### src/rtl/uart_rx_fifo.sv
// 8N1 UART receiver for the MCU TX line. It oversamples at 16x in the clk25 domain
// and delivers bytes through a small first-word-fall-through FIFO with valid/ready.
module uart_rx_fifo #(
    parameter int OSR_DIV    = 14,
    parameter int FIFO_DEPTH = 4,
    parameter int CNT_W      = 3
) (
    input  logic             clk25,
    input  logic             fpga_rst_n,
    input  logic             rx_in,
    output logic [7:0]       rx_data,
    output logic             rx_valid,
    input  logic             rx_ready,
    output logic             frame_err,
    output logic             overrun,
    output logic [CNT_W-1:0] fifo_count,
    output logic             rx_busy
);

    localparam int DIV_W = (OSR_DIV > 1) ? $clog2(OSR_DIV) : 1;
    localparam int PTR_W = (FIFO_DEPTH > 1) ? $clog2(FIFO_DEPTH) : 1;
    localparam logic [DIV_W-1:0] DIV_LAST = DIV_W'(OSR_DIV - 1);
    localparam logic [CNT_W-1:0] CNT_FULL = CNT_W'(FIFO_DEPTH);

    typedef enum logic [2:0] {
        S_IDLE,
        S_START,
        S_DATA,
        S_STOP,
        S_WAIT_HIGH
    } state_t;

    // ------------------------------------------------------------------
    // Registers
    // ------------------------------------------------------------------
    logic [1:0]       sync_q,      sync_d;
    state_t           state_q,     state_d;
    logic [DIV_W-1:0] div_q,       div_d;
    logic [3:0]       tick_cnt_q,  tick_cnt_d;
    logic [2:0]       bit_idx_q,   bit_idx_d;
    logic [7:0]       shift_q,     shift_d;
    logic             push_q,      push_d;
    logic             frame_err_q, frame_err_d;
    logic             overrun_q,   overrun_d;
    logic [PTR_W-1:0] wr_ptr_q,    wr_ptr_d;
    logic [PTR_W-1:0] rd_ptr_q,    rd_ptr_d;
    logic [CNT_W-1:0] count_q,     count_d;
    logic [7:0]       mem_q [FIFO_DEPTH];
    logic [7:0]       mem_d [FIFO_DEPTH];

    logic rx_s;
    logic tick;
    logic pop;
    logic full;
    logic push_ok;

    assign rx_s = sync_q[1];
    assign tick = (div_q == DIV_LAST);

    // ------------------------------------------------------------------
    // Synchronizer, divider and receive FSM
    // ------------------------------------------------------------------
    always_comb begin
        // NOTE: every signal gets a default before the case so no path leaves it unassigned (no latches).
        sync_d      = {sync_q[0], rx_in};
        state_d     = state_q;
        div_d       = tick ? '0 : div_q + DIV_W'(1);
        tick_cnt_d  = tick_cnt_q;
        bit_idx_d   = bit_idx_q;
        shift_d     = shift_q;
        push_d      = 1'b0;
        frame_err_d = 1'b0;

        unique case (state_q)
            S_IDLE: begin
                if (!rx_s) begin
                    // Restart the divider so ticks are phase-aligned to the start edge.
                    state_d    = S_START;
                    div_d      = '0;
                    tick_cnt_d = '0;
                end
            end

            S_START: begin
                if (tick) begin
                    if (tick_cnt_q == 4'd7) begin
                        tick_cnt_d = '0;
                        bit_idx_d  = '0;
                        state_d    = rx_s ? S_IDLE : S_DATA;
                    end else begin
                        tick_cnt_d = tick_cnt_q + 4'd1;
                    end
                end
            end

            S_DATA: begin
                if (tick) begin
                    tick_cnt_d = tick_cnt_q + 4'd1;
                    if (tick_cnt_q == 4'd15) begin
                        shift_d   = {rx_s, shift_q[7:1]};
                        bit_idx_d = bit_idx_q + 3'd1;
                        if (bit_idx_q == 3'd7) begin
                            state_d = S_STOP;
                        end
                    end
                end
            end

            S_STOP: begin
                if (tick) begin
                    tick_cnt_d = tick_cnt_q + 4'd1;
                    if (tick_cnt_q == 4'd15) begin
                        if (rx_s) begin
                            push_d  = 1'b1;
                            state_d = S_IDLE;
                        end else begin
                            frame_err_d = 1'b1;
                            state_d     = S_WAIT_HIGH;
                        end
                    end
                end
            end

            S_WAIT_HIGH: begin
                // A held-low line (break) reports one error, then waits for idle.
                if (rx_s) begin
                    state_d = S_IDLE;
                end
            end

            default: state_d = S_IDLE;
        endcase
    end

    // ------------------------------------------------------------------
    // FIFO control: shift_q is stable during push_q because the FSM is idle
    // ------------------------------------------------------------------
    always_comb begin
        pop       = rx_valid && rx_ready;
        full      = (count_q == CNT_FULL);
        push_ok   = push_q && (!full || pop);
        overrun_d = push_q && full && !pop;

        mem_d = mem_q;
        if (push_ok) begin
            mem_d[wr_ptr_q] = shift_q;
        end

        wr_ptr_d = wr_ptr_q + PTR_W'(push_ok);
        rd_ptr_d = rd_ptr_q + PTR_W'(pop);
        count_d  = count_q + CNT_W'(push_ok) - CNT_W'(pop);
    end

    // NOTE: sequential state uses non-blocking assignments so every flop samples pre-edge values.
    always_ff @(posedge clk25 or negedge fpga_rst_n) begin
        if (!fpga_rst_n) begin
            sync_q      <= 2'b11;
            state_q     <= S_IDLE;
            div_q       <= '0;
            tick_cnt_q  <= '0;
            bit_idx_q   <= '0;
            shift_q     <= '0;
            push_q      <= 1'b0;
            frame_err_q <= 1'b0;
            overrun_q   <= 1'b0;
            wr_ptr_q    <= '0;
            rd_ptr_q    <= '0;
            count_q     <= '0;
        end else begin
            sync_q      <= sync_d;
            state_q     <= state_d;
            div_q       <= div_d;
            tick_cnt_q  <= tick_cnt_d;
            bit_idx_q   <= bit_idx_d;
            shift_q     <= shift_d;
            push_q      <= push_d;
            frame_err_q <= frame_err_d;
            overrun_q   <= overrun_d;
            wr_ptr_q    <= wr_ptr_d;
            rd_ptr_q    <= rd_ptr_d;
            count_q     <= count_d;
        end
    end

    // NOTE: storage is not reset; entries are only observed after being written, and rx_data is gated to 0 when empty.
    always_ff @(posedge clk25) begin
        mem_q <= mem_d;
    end

    // ------------------------------------------------------------------
    // Outputs
    // ------------------------------------------------------------------
    assign rx_valid   = (count_q != '0);
    assign rx_data    = rx_valid ? mem_q[rd_ptr_q] : 8'h00;
    assign frame_err  = frame_err_q;
    assign overrun    = overrun_q;
    assign fifo_count = count_q;
    assign rx_busy    = (state_q != S_IDLE);

endmodule
### config.mk
export PLATFORM = sky130hd
export DESIGN_NAME = uart_rx_fifo
export DESIGN_NICKNAME = d
export VERILOG_FILES = /design/src/rtl/uart_rx_fifo.sv
export SDC_FILE = /design/constraint.sdc
export NUM_CORES = 1
export LEC_CHECK = 0
export BUFFER_PORTS_ARGS = -buffer_cell sky130_fd_sc_hd__buf_2
export CAP_MARGIN = 20
export CORE_UTILIZATION = 55
export DETAILED_ROUTE_END_ITERATION = 7
export GPL_ROUTABILITY_DRIVEN = 0
export PLACE_DENSITY = 0.86
export SYNTH_ARGS = -nofsm -noshare
export SYNTH_HDL_FRONTEND = slang
export SYNTH_SLANG_ARGS = --single-unit
### constraint.sdc
create_clock -name clk25 -period 6.99 [get_ports clk25]
set_input_delay 0.3495 -clock clk25 [delete_from_list [all_inputs] [get_ports clk25]]
set_output_delay 0.3495 -clock clk25 [all_outputs]
set_load 0.005 [all_outputs]
Word level (Yosys, flattened, before mapping)
Index checks and enable logic that the tools add are counted.
{"block": "word_totals", "reg_bits": 66, "input_bits": 4, "word_cells": 105}
{"block": "op_classes", "add_sub_neg": 7, "order_cmp": 3, "eq_ne": 19, "mux": 40, "bitwise_logic": 2, "n_reduce_logical": 18}
{"operator": "two-way mux 3 bit", "n": 14}
{"operator": "bitwise mux 32 bit", "n": 1}
{"operator": "two-way mux 8 bit", "n": 4}
{"operator": "two-way mux 4 bit", "n": 7}
{"operator": "!= test 2 bit (second input constant)", "n": 9}
{"operator": "binary-select mux 8 bit (select 2 bit)", "n": 1}
{"operator": "demux 8 bit (select 2 bit)", "n": 1}
{"operator": "one-hot mux 3 bit (5 select lines)", "n": 1}
{"operator": "one-hot mux 4 bit (3 select lines)", "n": 1}
{"operator": "== test 3 bit (second input constant)", "n": 3}
{"operator": "AND reduction 9 bit", "n": 1}
{"operator": "nonzero test 3 bit", "n": 3}
{"operator": "adder 4 x 1 -> 4 bit (second input constant)", "n": 2}
{"operator": "== test 4 bit (second input constant)", "n": 2}
{"operator": "two-way mux 1 bit", "n": 8}
{"operator": "== test 3 x 2 -> 1 bit (second input constant)", "n": 2}
{"operator": "greater-or-equal comparator 3 bit (second input constant)", "n": 2}
{"operator": "NOT 2 -> 3 bit", "n": 2}
{"operator": "one-hot mux 3 bit (2 select lines)", "n": 1}
{"operator": "logical AND 1 bit", "n": 5}
{"operator": "AND reduction 5 bit", "n": 1}
{"operator": "adder 2 x 1 -> 2 bit", "n": 2}
{"operator": "== test 4 x 3 -> 1 bit (second input constant)", "n": 1}
{"operator": "AND reduction 4 bit", "n": 1}
{"operator": "other kinds (13)", "n": 14}

Logic depth before layout (Yosys ltp)
{"block": "depth", "ltp_word": 6, "ltp_mapped": 9}

Worst setup path after synthesis
No wires, ideal clock.
{"block": "synth_path", "kind": "reg-to-reg", "startpoint": "register count_q[1] (netlist: fifo_count[1])", "endpoint": "register count_q[2] (netlist: fifo_count[2])", "setup_ps": 127, "arrival_time_ps": 2332, "path_slack_ps": 4531, "stages_incl_launch_ff": 10, "period_less_slack_ps": 2459, "path_cell_list": "dfrtp_1 -> nor3_1 -> nor2b_1 -> ha_1 -> inv_1 -> ha_1 -> inv_1 -> fa_1 -> xnor2_1 -> xnor2_1"}
{"block": "synth_between", "elab_chain_cells": 6}
{"element": "from (decl)", "line_no": "47", "source": "logic [CNT_W-1:0] count_q, count_d;"}
{"element": "from (signal assigned)", "line_no": "181", "source": "count_q <= count_d;"}
{"element": "== test 3 bit or nonzero test 3 bit (tied branches)", "line_no": "140, 193"}
{"element": "zero test 1 bit or logical AND 1 bit (tied branches)", "line_no": "141, 139"}
{"element": "logical OR 1 bit", "line_no": "141", "source": "push_ok = push_q && (!full || pop);"}
{"element": "logical AND 1 bit", "line_no": "141"}
{"element": "adder 3 x 1 -> 3 bit", "line_no": "151", "source": "count_d = count_q + CNT_W'(push_ok) - CNT_W'(pop);"}
{"element": "subtractor 3 x 1 -> 3 bit (*)", "line_no": "151"}
{"element": "named net count_d[2]", "line_no": "47"}
The timed path passes the listed nets; every way through them passes the cells marked *.
A chain may end at the register's enable or synchronous reset.

Worst setup path after layout
Same ends and word-level chain as after synthesis.

==> reports/summary.txt <==
Run status = completed
Maximum vdd drop = 0.144 mV
Crit path time final = 2370 ps
Compound-Gate Fraction of Synth Area = 0.0446
Largest net degree at the start of global routing = 35
Hold WS = 94.4 ps
Crit path arrival time = 2570 ps
Nets@finish = 229
Die W = 73.8 um
RSZ-0062 raised after global routing = false
Slew HR = 0.496
# setup viols final = 0
Row Count = 25
Xor and xnor area share after synthesis = 0.0154
Vias in the first global route = 1522
Maxcap violations = 0
Clock Sinks = 66
Yosys cell types = 44
Setup TNS = 0 ps
ANT cells = 0
TritonCTS clock tree = yes
Core area = 0.00485 mm^2
Hold Crit Class = in2async
Adder-cell share of the synthesized area = 0.0380
Number of I/O port buffers = 18
Final HPWL DP = 2.94 mm
Yosys warnings = 0
Post_cts resized = 0
Iteration-0 DRC Markers = 94
Skew-Pair Late Insertion Delay = 330 ps
Initial antenna violation count = 0
Share of layout cells above drive strength 1 = 0.275
Root Driver = clkbuf_8
TritonCTS Buffers = 9
Final Cell Area = 0.00318 mm^2
Synthesized instance count = 191
Utilization after layout = 0.655
WL per Instance = 15.7 um
CTS clk-pin slew, worst paths = 60 ps
Mean Syn Cell Area = 14.8 um^2
IO Pins = 19
Synthesis-stage register bit count = 66
M3 GR Usage = 0.0370
Starting Density = 0.585
Height of the die = 73.8 um
Highest clock rate = 423 MHz
Met1 Resource Use GR = 0.242
Crit end category = flop
Setup Crit Path Kind = reg2reg
Die ar. = 0.00545 mm^2
Main area contributors after synthesis = edfxtp_1 (34%), dfrtp_1 (28%), mux4_2 (6.4%)
Largest family of logic cells by synthesized area = simple AND/OR/NAND/NOR gates
Final Hold Fails = 0
Area Growth Syn to Fin = 12.0%
Netlist Area Pre-Place = 0.00284 mm^2
Post-synthesis sequential area ratio = 0.640
Pre-Repair DR Iteration Count = 4
Pin slew with the least headroom to its limit = 754 ps
Top cell type's share of synthesized area = 0.339
Total Wirelength = 4.53 mm
Final cell count without fillers = 289
Clk_skew = 8.76 ps
H-tree depth = 3
Final Max Tran Viols = 0
Power Density = 264 mW/mm^2
ANT nets after route = 0
Post-CTS Setup Inserts = 0
Vias/cell = 5.49
Residual DRC = 0
Synth Area in Simple Gates = 0.131
Multiplexer share of the synthesized area = 0.107
GRT overflow = 0
Proportion of synthesized flip-flops having asynchronous set or reset = 0.515
WP data required = 7190 ps
Cell accounting for the most synthesized area = edfxtp_1
Post-synth top flop = edfxtp_1
Total number of vias = 1588
Global routing usage on met2 = 0.311
Synthesized Nets = 203
Top Usage Layer GRT = met2
Final worst-path cycle share = 0.339
Flop2flop setup slack = 4620 ps
DP Cell Count = 271
Gr usage total = 0.192
CP Launch Type = flop
Post-DP Area = 0.00298 mm^2
Post-synth EDFFs = 32
Hold buffers post-CTS = 0
First-pass GRT wire length = 7.36 mm
Leak = 1.41 nW
Worst-case clock buffer depth = 2
Maximum fanout along the worst path = 5
## layout make-up
| class | count | area (um^2) |
|---|---|---|
| Sequential cell | 66 | 1810 |
| Fill cell | 349 | 1670 |
| Tap cell | 67 | 83.8 |
| Multi-Input combinational cell | 112 | 958 |
| Clock buffer | 13 | 139 |
| Clock inverter | 3 | 40.0 |
| Inverter | 6 | 22.5 |
| Timing Repair Buffer | 22 | 118 |
## synthesized netlist by cell type, drive strengths merged, types with 2 or more instances
master and n:
nand2 11, nor3 4, o21ai 3, dfrtp 32, nand3 4, mux4 8, nand3b 5, edfxtp 32
buf 4, a21oi 5, ha 7, nor2b 10, nand4 2, dfstp 2, inv 6, xor2 3
mux2 11, nand4b 2, nor2 9, nand2b 2, nor3b 3, xnor2 2, nor4 2, a22o 3
and3 2, clkbuf 3
## path summary, 6_finish.rpt
kind	from	end	cells past startpoint
max in group asynchronous	fpga_rst_n	fifo_count[2]$_DFF_PN0_	1
min in group clk25	rx_in	sync_q[0]$_DFF_PN1_	1
max reg2reg	fifo_count[1]$_DFF_PN0_	fifo_count[2]$_DFF_PN0_	9
max	fifo_count[1]$_DFF_PN0_	fifo_count[2]$_DFF_PN0_	9
min reg2reg	sync_q[0]$_DFF_PN1_	sync_q[1]$_DFF_PN1_	0
min	fpga_rst_n	shift_q[3]$_DFFE_PN0P_	1
## power by group
group	internal, mW	total (mW)	switching [mW]
Clock	0.164	0.293	0.128
Combinational	0.0499	0.0857	0.0357
Sequential	0.422	0.459	0.0373
## flip-flops by register name, indices dropped and copies added (netlist names), 3 cells and up
name / flops
mem_q: 32
state_q: 3
shift_q: 8
bit_idx_q: 3
tick_cnt_q: 4
fifo_count: 3
div_q: 4
## per-stage QoR
stage               worst slack [ps]  total power, mW
floorplan                       4530            0.521
global placement                4260            0.545
detailed placement              4030            0.555
CTS                             3990            0.848
global route                    4440            0.880
finish                          4620            0.837
## cells in the final DEF, fill, tap and decap left out, types with 2 or more instances in the layout
cell	Yosys	routed
nand3b_1	5	5
clkbuf_1	2	4
nor3b_1	3	3
buf_2	2	19
xor2_1	3	3
nand2_1	11	11
and3_1	2	2
nand2b_1	2	2
mux2_2	11	11
ha_1	7	7
nor3_1	4	4
o21ai_0	3	3
dfstp_2	2	2
edfxtp_1	32	32
a21oi_1	5	5
nor2b_1	10	10
clkbuf_8	1	9
clkinv_2	0	2
buf_4	2	3
nand4_1	2	2
a22o_1	2	2
dfrtp_1	32	32
nand3_1	4	4
mux4_2	8	8
inv_1	6	6
xnor2_1	2	2
nor2_1	9	9
## routing by layer
layer	up-vias	share of wire
met5	-	0
met4	0	0.019
met3	9	0.021
met2	28	0.50
met1	789	0.46
li1	762	-
## cell families after synthesis
kind of cell,Yosys count
AOI/OAI and AO/OA,18
xor gates and xnor gates,5
adders and majority gates,8
buffers and inverters,13
DFF,66
muxes,19
and+or+nand+nor,62
## worst max-delay path, stage by stage (launching register included)
cell      delay [ps]
dfrtp_1          450
nor4b_1          410
nand2b_1         230
ha_1             260
inv_1             60
ha_1             130
inv_1             50
fa_1             390
xnor2_1          150
xnor2_1          120
No activity file was read; power rests on OpenSTA's default activity.
